==> src/rtl/addbit_pipe.sv <==
// -----------------------------------------------------------------------------
// addbit_pipe
//
// Pipelined add/subtract unit. The WIDTH-bit carry chain is cut into STAGES
// equal chunks of CW = WIDTH/STAGES bits, and each chunk gets its own register
// stage. Stage k adds chunk k of the operands plus the carry registered by
// stage k-1. Stage 0 uses the transformed carry-in.
//
// Subtraction is folded into the same adder at entry:
//   bx = sub ? ~b : b
//   cx = sub ? ~ci : ci
//   result = a + bx + cx
// When sub=1, co=1 therefore means "no borrow".
//
// Data layout: chunk j's operand bits travel through a delay line of depth j
// until stage j consumes them. From that point the chunk's sum bits travel
// through a delay line of depth STAGES-j until they reach the output. A stage
// register therefore holds the sum chunks already computed plus the upper
// operand chunks still waiting to be added. It also holds the running carry,
// both sign bits and a valid bit.
//
// Ports
//   clk        rising-edge clock
//   rst        asynchronous active-high reset
//   in_valid   operand beat valid
//   in_ready   beat accepted this cycle; low only while the output is stalled
//   a, b       WIDTH-bit operands
//   ci         carry-in (add) / borrow-in (sub)
//   sub        0: a+b+ci   1: a-b-ci
//   out_valid  result beat valid
//   out_ready  downstream accepts the result
//   sum        result modulo 2^WIDTH
//   co         carry-out (no-borrow when sub=1)
//   ovf        two's-complement signed overflow
// -----------------------------------------------------------------------------
module addbit_pipe #(
  parameter int WIDTH  = 32,
  parameter int STAGES = 4
) (
  input  logic             clk,
  input  logic             rst,
  input  logic             in_valid,
  output logic             in_ready,
  input  logic [WIDTH-1:0] a,
  input  logic [WIDTH-1:0] b,
  input  logic             ci,
  input  logic             sub,
  output logic             out_valid,
  input  logic             out_ready,
  output logic [WIDTH-1:0] sum,
  output logic             co,
  output logic             ovf
);

  localparam int CW = WIDTH / STAGES;

  logic [WIDTH-1:0] bx;
  logic             cx;
  logic             advance;

  // Per-stage control bits.
  // Entry 0 is the live input. Entry k+1 is the register written by stage k.
  // Entry STAGES is therefore the output stage.
  logic [STAGES:0]  carry_pipe;
  logic [STAGES:0]  valid_pipe;
  logic [STAGES:0]  a_msb_pipe;
  logic [STAGES:0]  bx_msb_pipe;

  assign bx = sub ? ~b : b;
  assign cx = sub ? ~ci : ci;

  assign carry_pipe[0]  = cx;
  assign valid_pipe[0]  = in_valid;
  assign a_msb_pipe[0]  = a[WIDTH-1];
  assign bx_msb_pipe[0] = bx[WIDTH-1];

  assign out_valid = valid_pipe[STAGES];
  assign co        = carry_pipe[STAGES];

  // The whole pipe moves as one unit. Empty stages are not collapsed, so the
  // only stall source is a held result at the output. This keeps in_ready a
  // function of registered state and out_ready only.
  assign advance  = !(out_valid && !out_ready);
  assign in_ready = advance;

  assign ovf = (a_msb_pipe[STAGES] == bx_msb_pipe[STAGES]) &&
               (sum[WIDTH-1] != a_msb_pipe[STAGES]);

  genvar gi;
  generate
    for (gi = 0; gi < STAGES; gi++) begin : g_stage
      logic [CW-1:0] op_a;
      logic [CW-1:0] op_b;
      logic [CW:0]   chunk_add;

      logic          carry_q;
      logic          carry_d;
      logic          valid_q;
      logic          valid_d;
      logic          a_msb_q;
      logic          a_msb_d;
      logic          bx_msb_q;
      logic          bx_msb_d;

      // Sum chunk gi is produced in stage gi.
      // It then rides along until the last stage.
      logic [CW-1:0] sum_q [STAGES-gi];
      logic [CW-1:0] sum_d [STAGES-gi];

      if (gi == 0) begin : g_direct
        assign op_a = a[CW-1:0];
        assign op_b = bx[CW-1:0];
      end else begin : g_delayed
        // Operand chunk gi waits gi cycles.
        // This lines it up with the carry coming out of stage gi-1.
        logic [CW-1:0] a_dly_q  [gi];
        logic [CW-1:0] a_dly_d  [gi];
        logic [CW-1:0] bx_dly_q [gi];
        logic [CW-1:0] bx_dly_d [gi];

        always_comb begin
          for (int m = 0; m < gi; m++) begin
            a_dly_d[m]  = a_dly_q[m];
            bx_dly_d[m] = bx_dly_q[m];
          end
          if (advance) begin
            a_dly_d[0]  = a[gi*CW +: CW];
            bx_dly_d[0] = bx[gi*CW +: CW];
            for (int m = 1; m < gi; m++) begin
              a_dly_d[m]  = a_dly_q[m-1];
              bx_dly_d[m] = bx_dly_q[m-1];
            end
          end
        end

        always_ff @(posedge clk or posedge rst) begin
          if (rst) begin
            for (int m = 0; m < gi; m++) begin
              a_dly_q[m]  <= '0;
              bx_dly_q[m] <= '0;
            end
          end else begin
            for (int m = 0; m < gi; m++) begin
              a_dly_q[m]  <= a_dly_d[m];
              bx_dly_q[m] <= bx_dly_d[m];
            end
          end
        end

        assign op_a = a_dly_q[gi-1];
        assign op_b = bx_dly_q[gi-1];
      end

      assign chunk_add = {1'b0, op_a} + {1'b0, op_b} + {{CW{1'b0}}, carry_pipe[gi]};

      always_comb begin
        carry_d  = carry_q;
        valid_d  = valid_q;
        a_msb_d  = a_msb_q;
        bx_msb_d = bx_msb_q;
        for (int m = 0; m < STAGES - gi; m++) begin
          sum_d[m] = sum_q[m];
        end
        if (advance) begin
          carry_d  = chunk_add[CW];
          valid_d  = valid_pipe[gi];
          a_msb_d  = a_msb_pipe[gi];
          bx_msb_d = bx_msb_pipe[gi];
          sum_d[0] = chunk_add[CW-1:0];
          for (int m = 1; m < STAGES - gi; m++) begin
            sum_d[m] = sum_q[m-1];
          end
        end
      end

      always_ff @(posedge clk or posedge rst) begin
        if (rst) begin
          carry_q  <= 1'b0;
          valid_q  <= 1'b0;
          a_msb_q  <= 1'b0;
          bx_msb_q <= 1'b0;
          for (int m = 0; m < STAGES - gi; m++) begin
            sum_q[m] <= '0;
          end
        end else begin
          carry_q  <= carry_d;
          valid_q  <= valid_d;
          a_msb_q  <= a_msb_d;
          bx_msb_q <= bx_msb_d;
          for (int m = 0; m < STAGES - gi; m++) begin
            sum_q[m] <= sum_d[m];
          end
        end
      end

      assign carry_pipe[gi+1]  = carry_q;
      assign valid_pipe[gi+1]  = valid_q;
      assign a_msb_pipe[gi+1]  = a_msb_q;
      assign bx_msb_pipe[gi+1] = bx_msb_q;

      assign sum[gi*CW +: CW] = sum_q[STAGES-1-gi];
    end
  endgenerate

endmodule

==> config.mk <==
export PLATFORM = sky130hd
export DESIGN_NAME = addbit_pipe
export DESIGN_NICKNAME = d
export VERILOG_FILES = /design/src/rtl/addbit_pipe.sv
export SDC_FILE = /design/constraint.sdc
export NUM_CORES = 1
export LEC_CHECK = 0
export BUFFER_PORTS_ARGS = -buffer_cell sky130_fd_sc_hd__buf_2
export CAP_MARGIN = 20
export CORE_MARGIN = 2
export CORE_UTILIZATION = 30
export DETAILED_ROUTE_END_ITERATION = 7
export SYNTH_ARGS = -nofsm -noshare
export SYNTH_HDL_FRONTEND = slang
export SYNTH_SLANG_ARGS = --single-unit
==> constraint.sdc <==
create_clock -name clk -period 14.3 [get_ports clk]
set_input_delay 2.145 -clock clk [delete_from_list [all_inputs] [get_ports clk]]
set_output_delay 2.145 -clock clk [all_outputs]
set_load 0.01 [all_outputs]
==> results of run 1 <==
-- flip-flops by register name (all words and copies together), names as in the netlist --
| signal | cells |
|---|---|
| g_stage.carry_q | 3 |
| g_stage.sum_q | 56 |
| g_stage.g_delayed.bx_dly_q | 30 |
| g_stage.g_delayed.a_dly_q | 30 |
| g_stage.valid_q | 3 |
| g_stage.op_a | 15 |
| sum | 24 |
| co | 1 |
| out_valid | 1 |
| g_stage.a_msb_q | 4 |
| g_stage.bx_msb_q | 4 |
| g_stage.op_b | 15 |
-- metal layers --
layer  up-vias  routed length (um)  part of all wire, %
li1       3111                   -                    -
met1      2969                9120                   49
met2        91                8660                   46
met3        14                 795                  4.2
met4         0                 178                 0.95
met5         -                   0                    0
-- layout make-up --
class,count,area [um2]
clock buffer,18,429
clock inverter,14,188
fill,2982,18100
inverter,14,62.6
multi-input combinational,681,3470
sequential,186,4650
tap,378,473
timing repair buffer,108,561
-- report_power, final --
group          switching [W]  internal, W  leakage, nW
clock network       0.000219     0.000281        0.297
registers           0.000135     0.000761         2.25
logic               0.000460     0.000309         2.41
total               0.000814      0.00135         4.95
-- worst max-delay path, cell delays in order --
cell     delay, ps
buf_2          100
nor2b_4         50
inv_4          430
buf_2          250
-- cell usage in the layout, fill, tap and decap left out, types with 2 or more instances in the layout --
cell type     n
a211oi_1     11
a21o_1        7
a21oi_1      20
a31oi_1       5
buf_2       105
buf_4         2
bufinv_16     3
clkbuf_16    17
clkinv_4      3
clkinvlp_4    2
dfrtp_1     186
fa_1          8
ha_1         28
inv_1        12
inv_6         2
inv_8         4
nand2_1     436
nand2b_1      3
nor2_1       20
nor2b_1       2
nor2b_4       2
nor3_1       10
o211ai_1      2
o21a_1        2
o21ai_0      61
o21bai_1      4
o31a_1        3
or3_1         2
xnor2_1      26
xor2_1       23
-- cell families (layout without fill, tap and decap cells) --
kind of cell / after synthesis / in the layout / synth area share [%]
compound gates: 119 / 119 / 8.02
xor+xnor: 49 / 49 / 5.01
fa+ha+maj: 36 / 36 / 5.96
buf+inv: 83 / 154 / 5.19
flops: 186 / 186 / 54.4
simple gates: 477 / 477 / 21.5
-- stage by stage --
step / cells / total power [W] / hold WS (ps) / instance area, um2 / utilization [%]
2_1_floorplan: 950 / 0.00150 / 430 / 8560 / -
3_3_place_gp: 1367 / 0.00167 / 449 / 9220 / 33.0
3_5_place_dp: 1367 / 0.00169 / 450 / 9220 / 33.0
4_1_cts: 1399 / 0.00220 / 467 / 9840 / 35.2
5_1_grt: 1399 / 0.00237 / 492 / 9840 / 35.2
6_report: 1399 / 0.00216 / 459 / 9840 / 35.2
-- worst paths after layout --
path,slack (ps),depth (start not counted),startpoint,endpoint
max,9110,4,out_ready,in_ready
min,460,2,sum[6]$_DFFE_PP0N_,sum[6]$_DFFE_PP0N_
max reg2reg,11920,7,g_stage[0].carry_q$_DFFE_PP0N_,g_stage[1].sum_q[22]$_DFFE_PP0N_
min reg2reg,460,2,sum[6]$_DFFE_PP0N_,sum[6]$_DFFE_PP0N_
max in group asynchronous,11030,3,rst,g_stage[0].sum_q[30]$_DFFE_PP0N_
min in group asynchronous,1840,2,rst,sum[23]$_DFFE_PP0N_
==> results.json, run 1 <==
{
  "status": "finished, final reports clean",
  "endpoint_kind": "output port",
  "path_clk_slew_ps": 70,
  "grt_pass1_vias": 6229,
  "final_layout_size_suffix_gt1_share_pct": 14.0,
  "wl_um": 18800,
  "leakage_nw": 4.95,
  "clock-sinks": 186,
  "yosys-top-cells-count": "nand2_1, dfrtp_1, o21ai_0, ha_1, buf_4",
  "synthFlopType": "dfrtp_1",
  "globalRouteMet3Util_pct": 3.28,
  "syn2layout_area_growth_pct": 14.9,
  "grt.busiest_layer": "met2",
  "drc": 0,
  "power_density_mw_per_mm2": 220,
  "rows": 61,
  "fin_ws_ps": 9110,
  "cts_made_buffers": 17,
  "fmax_mhz": 193,
  "first_pass_iters": 4,
  "critPathKind": "primary input to output port",
  "min_period_ps": 5190,
  "ys_ff_latch": 186,
  "synth_cell_types": 31,
  "dpl_worst_slack_ps": 9110,
  "ant_nets": 0,
  "grt_pass1_wl_um": 31900,
  "clk_path_buf_depth": 2,
  "yosysSeqAreaShare_pct": 54.4,
  "antenna_found_initial": 0,
  "hp-class": "flip-flop to flip-flop",
  "io_pins": 106,
  "drt-wirelength-per-cell_um": 13.4,
  "worst_pin_slew_ps": 1050,
  "dieArea_mm2": 0.0299,
  "io_buffers": 105,
  "final_max_slew_viol_count": 0,
  "ir_drop_v": 0.000101,
  "synthCells": 950,
  "vias_per_cell": 4.42,
  "cts_tree": "built",
  "syn_area_per_cell_um2": 9.01,
  "cts_hold_buf": 0,
  "antenna_cells": 0,
  "yosysMostFrequentCell": "nand2_1",
  "clkLatencyLatePin_ps": 430,
  "arrival_ps": 3040,
  "cp_max_fo": 64,
  "synth_edf_count": 0,
  "core_mm2": 0.0279,
  "globalRouteOverflowTotal": 0,
  "finalNetCount": 1114,
  "finalSetupViolations": 0,
  "die_h_um": 173,
  "cts_setup_buffers": 0,
  "tns_ps": 0,
  "worstPathRequired_ps": 12150,
  "cts_htree_levels": 4,
  "vias": 6185,
  "async_reset_ff_share_pct": 100,
  "use_met2_pct": 20.5,
  "initial_utilization_pct": 30.7,
  "finalClockSkew_ps": 11.1,
  "fin_crit_sh_pct": 36.3,
  "synth_warnings": 0,
  "drv_cap": 0,
  "rsz0062_at_grt": "false",
  "synthesis.area_mm2": 0.00856,
  "cts-root-buf": "clkbuf_16",
  "cts_resized": 0,
  "synth_top_cell_by_area": "dfrtp_1",
  "synth_area_leaders": "dfrtp_1, nand2_1, ha_1, o21ai_0, xnor2_1",
  "grt_util_all_layers_pct": 13.1,
  "cp-start-kind": "primary input",
  "fp.dieW_um": 173,
  "use_met1_pct": 18.1,
  "hpwl_um": 12200,
  "synth_top_area_share_pct": 54.4,
  "slew_headroom_pct": 30.3,
  "place_congestion": 0.756,
  "drtIter0Drc": 380,
  "hold_violations": 0,
  "grt_max_degree": 220,
  "syn_nets": 1056
}
No activity file was read; power rests on OpenSTA's default activity.
==> run 2, diff against run 1 <==
Clock period 14.3 ns to 5.44 ns, I/O delays scaled along.
==> results.json, run 2 (synthesized netlist as in run 1, its figures left out) <==
{
  "leakage_nw": 4.96,
  "globalRouteOverflowTotal": 0,
  "cts_setup_buffers": 0,
  "critPathKind": "primary input to flip-flop",
  "finalClockSkew_ps": 11.6,
  "vias_per_cell": 4.43,
  "final_layout_size_suffix_gt1_share_pct": 14.4,
  "grt_pass1_vias": 6179,
  "hpwl_um": 12500,
  "reg_top3": "g_stage.sum_q (56), g_stage.g_delayed.a_dly_q (30), g_stage.g_delayed.bx_dly_q (30)",
  "drtIter0Drc": 367,
  "grt_util_all_layers_pct": 13.0,
  "power_density_mw_per_mm2": 571,
  "clk_path_buf_depth": 2,
  "rsz0062_at_grt": "false",
  "cts_hold_buf": 0,
  "r2r_setup_slack_ps": 3090,
  "place_congestion": 0.759,
  "drt-wirelength-per-cell_um": 13.3,
  "arrival_ps": 3150,
  "largest_reg_flops": 56,
  "slowest_stage": "buf_4",
  "r2r-start": "g_stage[0].carry_q$_DFFE_PP0N_",
  "hold_violations": 0,
  "dieArea_mm2": 0.0299,
  "hold-path-cell-count": 2,
  "worstPathRequired_ps": 5720,
  "layout_commonest_cell": "nand2_1",
  "path_clk_slew_ps": 70,
  "status": "finished, final reports clean",
  "worst_pin_slew_ps": 876,
  "fin_crit_sh_pct": 52.8,
  "cp-start-kind": "primary input",
  "worstPathCellList": "buf_2 -> buf_4 -> xor2_1 -> ha_1 -> a211oi_1 -> o21ai_0 -> a31oi_1 -> xor2_1 -> o21ai_0",
  "min_period_ps": 2870,
  "rr_worst_depth": 7,
  "slew_headroom_pct": 41.6,
  "finalNetCount": 1117,
  "cts_tree": "built",
  "hp-start": "g_stage[2].valid_q$_DFFE_PP0N_",
  "cts_htree_levels": 4,
  "ant_nets": 0,
  "syn2layout_area_growth_pct": 15.1,
  "core_mm2": 0.0279,
  "final_cell_mix": "nand2_1, dfrtp_1, buf_2",
  "grt_pass1_wl_um": 31700,
  "antenna_found_initial": 0,
  "fmax_mhz": 348,
  "worst_hold_path.endpoint": "g_stage[2].valid_q$_DFFE_PP0N_",
  "final_max_slew_viol_count": 0,
  "cts_made_buffers": 17,
  "hp-class": "flip-flop to flip-flop",
  "r2r_end": "g_stage[1].sum_q[22]$_DFFE_PP0N_",
  "fp.dieW_um": 173,
  "drv_cap": 0,
  "endpoint_kind": "flip-flop",
  "wl_um": 18600,
  "grt_max_degree": 220,
  "io_buffers": 105,
  "antenna_cells": 0,
  "clkLatencyLatePin_ps": 430,
  "ir_drop_v": 0.000216,
  "die_h_um": 173,
  "regMostFlops": "g_stage.sum_q",
  "initial_utilization_pct": 30.7,
  "cts_resized": 0,
  "slowest_delay_ps": 440,
  "cts-root-buf": "clkbuf_16",
  "vias": 6205,
  "cp_max_fo": 21,
  "fin_hold_ws_ps": 459,
  "io_pins": 106,
  "first_pass_iters": 4,
  "drc": 0,
  "clock-sinks": 186,
  "tns_ps": 0,
  "rows": 61,
  "finalSetupViolations": 0
}
[run 2: changes by cell type in the layout (fill, tap and decap cells not counted)]
cell,change
clkinv_8,+1
inv_8,+1
clkbuf_1,-1
clkbuf_8,+3
bufinv_16,-3
buf_4,+1
buf_12,+2
clkinv_2,-1
[run 2: how the worst max path moves through the flow]
stage	start	to	slack, ps
finish	sub	g_stage[0].sum_q[31]$_DFFE_PP0N_	2570
global route	sub	g_stage[0].sum_q[31]$_DFFE_PP0N_	2370
CTS	sub	g_stage[0].sum_q[31]$_DFFE_PP0N_	2520
detailed placement	sub	g_stage[0].sum_q[31]$_DFFE_PP0N_	2060
global placement	sub	g_stage[0].sum_q[31]$_DFFE_PP0N_	2200
floorplan	rst	co$_DFFE_PP0N_	2230
[run 2: area by class of cell]
type | count | area, um2
clock inverters | 12 | 124
multi-input cells | 681 | 3470
fillers | 2986 | 18100
well taps | 378 | 473
clock buffers | 20 | 467
flip-flops and latches | 186 | 4650
inverters | 14 | 58.8
repair buffers | 111 | 608
[run 2: layer usage]
metal	track usage, %	up-vias	share of wire [%]
li1	-	3123	-
met1	18.2	2977	48
met2	19.9	88	46
met3	3.12	17	4.5
met4	4.20	0	1.4
met5	0	-	0
[run 2: critical path: cells and delay by family]
kind / cells / cell delay (ps)
AO/OA/AOI/OAI: 4 / 820
XOR/XNOR: 2 / 400
adder cells (fa/ha/maj): 1 / 290
buffers and inverters: 2 / 810
[run 2: metrics by stage]
step	total power [W]	instances	util, %	area [um2]	setup slack (ps)
after floorplan	0.00393	950	-	8570	2230
after global routing	0.00617	1402	35.3	9860	2370
after global placement	0.00441	1370	33.2	9270	2200
after CTS	0.00574	1402	35.3	9860	2520
after detailed placement	0.00447	1370	33.2	9270	2060
final	0.00563	1402	35.3	9860	2570
[run 2: report_power, final]
group | total (W) | switching (W) | internal, W
clock | 0.00124 | 0.000590 | 0.000647
combinational | 0.00204 | 0.00122 | 0.000819
sequential | 0.00235 | 0.000351 | 0.00200
==> run 3, diff against run 2 <==
Clock period 5.44 ns to 2.5 ns, I/O delays scaled along.
==> results.json, run 3 (synthesized netlist as in run 1, its figures left out) <==
{
  "status": "finished, final reports clean",
  "initial_utilization_pct": 30.7,
  "cts-root-buf": "clkbuf_16",
  "grt_pass1_wl_um": 31600,
  "slowest_delay_ps": 490,
  "cp_max_fo": 3,
  "ant_nets": 0,
  "vias_per_cell": 4.39,
  "cts_hold_buf": 0,
  "cts_resized": 0,
  "reg_top3": "g_stage.sum_q (56), g_stage.g_delayed.a_dly_q (30), g_stage.g_delayed.bx_dly_q (30)",
  "path_clk_slew_ps": 70,
  "arrival_ps": 2540,
  "clk_path_buf_depth": 2,
  "grt_util_all_layers_pct": 12.9,
  "use_met2_pct": 20.4,
  "globalRouteMet3Util_pct": 2.77,
  "place_area_mm2": 0.00933,
  "first_pass_iters": 4,
  "fillers": 2972,
  "cts_tree": "built",
  "largest_reg_flops": 56,
  "core_mm2": 0.0279,
  "ir_drop_v": 0.000430,
  "cts_made_buffers": 17,
  "cp-startpoint": "g_stage[1].carry_q$_DFFE_PP0N_",
  "drv_cap": 0,
  "final_max_slew_viol_count": 0,
  "dpl_worst_slack_ps": 41.2,
  "regArea_mm2": 0.00465,
  "hp-class": "primary input to asynchronous set/reset pin",
  "io_pins": 106,
  "tns_ps": 0,
  "multi_input_area_mm2": 0.00347,
  "rsz0062_at_grt": "false",
  "grt.busiest_layer": "met2",
  "fin_crit_sh_pct": 90.3,
  "fin_ws_ps": 243,
  "io_buffers": 105,
  "r2r-start": "g_stage[1].carry_q$_DFFE_PP0N_",
  "slew_headroom_pct": 57.0,
  "hpwl_um": 12700,
  "regMostFlops": "g_stage.sum_q",
  "leakage_nw": 5.01,
  "worst_pin_slew_ps": 645,
  "finalNetCount": 1122,
  "antenna_found_initial": 0,
  "power_w": 0.0124,
  "drt-wirelength-per-cell_um": 13.1,
  "rr_worst_depth": 7,
  "slowest_stage": "fa_1",
  "fp.dieW_um": 173,
  "power_density_mw_per_mm2": 1250,
  "clkLatencyLatePin_ps": 430,
  "place_congestion": 0.780,
  "syn2layout_area_growth_pct": 16.3,
  "min_period_ps": 2260,
  "worstPathRequired_ps": 2790,
  "fmax_mhz": 443,
  "hold_violations": 0,
  "dieArea_mm2": 0.0299,
  "cts_setup_buffers": 0,
  "final_layout_size_suffix_gt1_share_pct": 14.9,
  "finalClockSkew_ps": 11.9,
  "rows": 61,
  "grt_max_degree": 125,
  "drc": 0,
  "finalSetupViolations": 0,
  "final_area_mm2": 0.00996,
  "clock-sinks": 186,
  "final_cell_mix": "nand2_1, dfrtp_1, buf_2",
  "endpoint_kind": "flip-flop",
  "antenna_cells": 0,
  "cts_htree_levels": 4,
  "die_h_um": 173,
  "grt_pass1_vias": 6310,
  "drtIter0Drc": 275,
  "cp-start-kind": "flip-flop",
  "vias": 6170,
  "globalRouteOverflowTotal": 0,
  "layout_commonest_cell": "nand2_1",
  "wl_um": 18400,
  "critPathKind": "flip-flop to flip-flop",
  "worstPathCellList": "fa_1 -> fa_1 -> a21oi_1 -> o211ai_1 -> a21oi_1 -> xor2_1 -> o21ai_0",
  "use_met1_pct": 17.8
}
==> run 3: layer usage <==
metal	vias up	part of all wire (%)	wire, um
met5	-	0	0
met4	0	1.3	231
met3	15	3.1	570
met2	84	46	8450
met1	2939	50	9190
li1	3132	-	-
==> run 3: layout make-up <==
| type | instances | share of cell area [%] |
|---|---|---|
| clock buffer | 19 | 4.55 |
| clock inverter | 13 | 1.72 |
| inverter | 14 | 0.591 |
| multi-input combinational | 681 | 34.9 |
| sequential | 186 | 46.8 |
| tap | 378 | 4.75 |
| timing repair buffer | 116 | 6.74 |
==> run 3: metrics by stage <==
stage / utilization [%] / instances / hold WS (ps)
floorplan: - / 950 / 430
global placement: 33.4 / 1375 / 449
detailed placement: 33.4 / 1375 / 450
CTS: 35.6 / 1407 / 117
global route: 35.6 / 1407 / 133
finish: 35.6 / 1407 / 105
==> run 3: final timing paths <==
path / end / slack (ps)
hold / removal: g_stage[1].sum_q[11]$_DFFE_PP0N_ / 110
hold reg to reg: g_stage[2].valid_q$_DFFE_PP0N_ / 460
min in group clk: g_stage[3].g_delayed.a_dly_q[17]$_DFFE_PP0N_ / 140
max in group asynchronous: sum[15]$_DFFE_PP0N_ / 2030
setup reg to reg: g_stage[2].sum_q[14]$_DFFE_PP0N_ / 240
setup / recovery: g_stage[2].sum_q[14]$_DFFE_PP0N_ / 240
==> run 3: power by group <==
group,switching (W),internal (W),leakage (nW)
Clock,0.00127,0.00158,0.310
Sequential,0.000774,0.00435,2.25
Combinational,0.00263,0.00182,2.46
==> run 3: critical path, delay by kind of cell, from the launching register on <==
| family | cells | cell delay, ps |
|---|---|---|
| fa+ha+maj | 2 | 910 |
| compound gates | 4 | 640 |
| flops | 1 | 420 |
| xor+xnor | 1 | 160 |
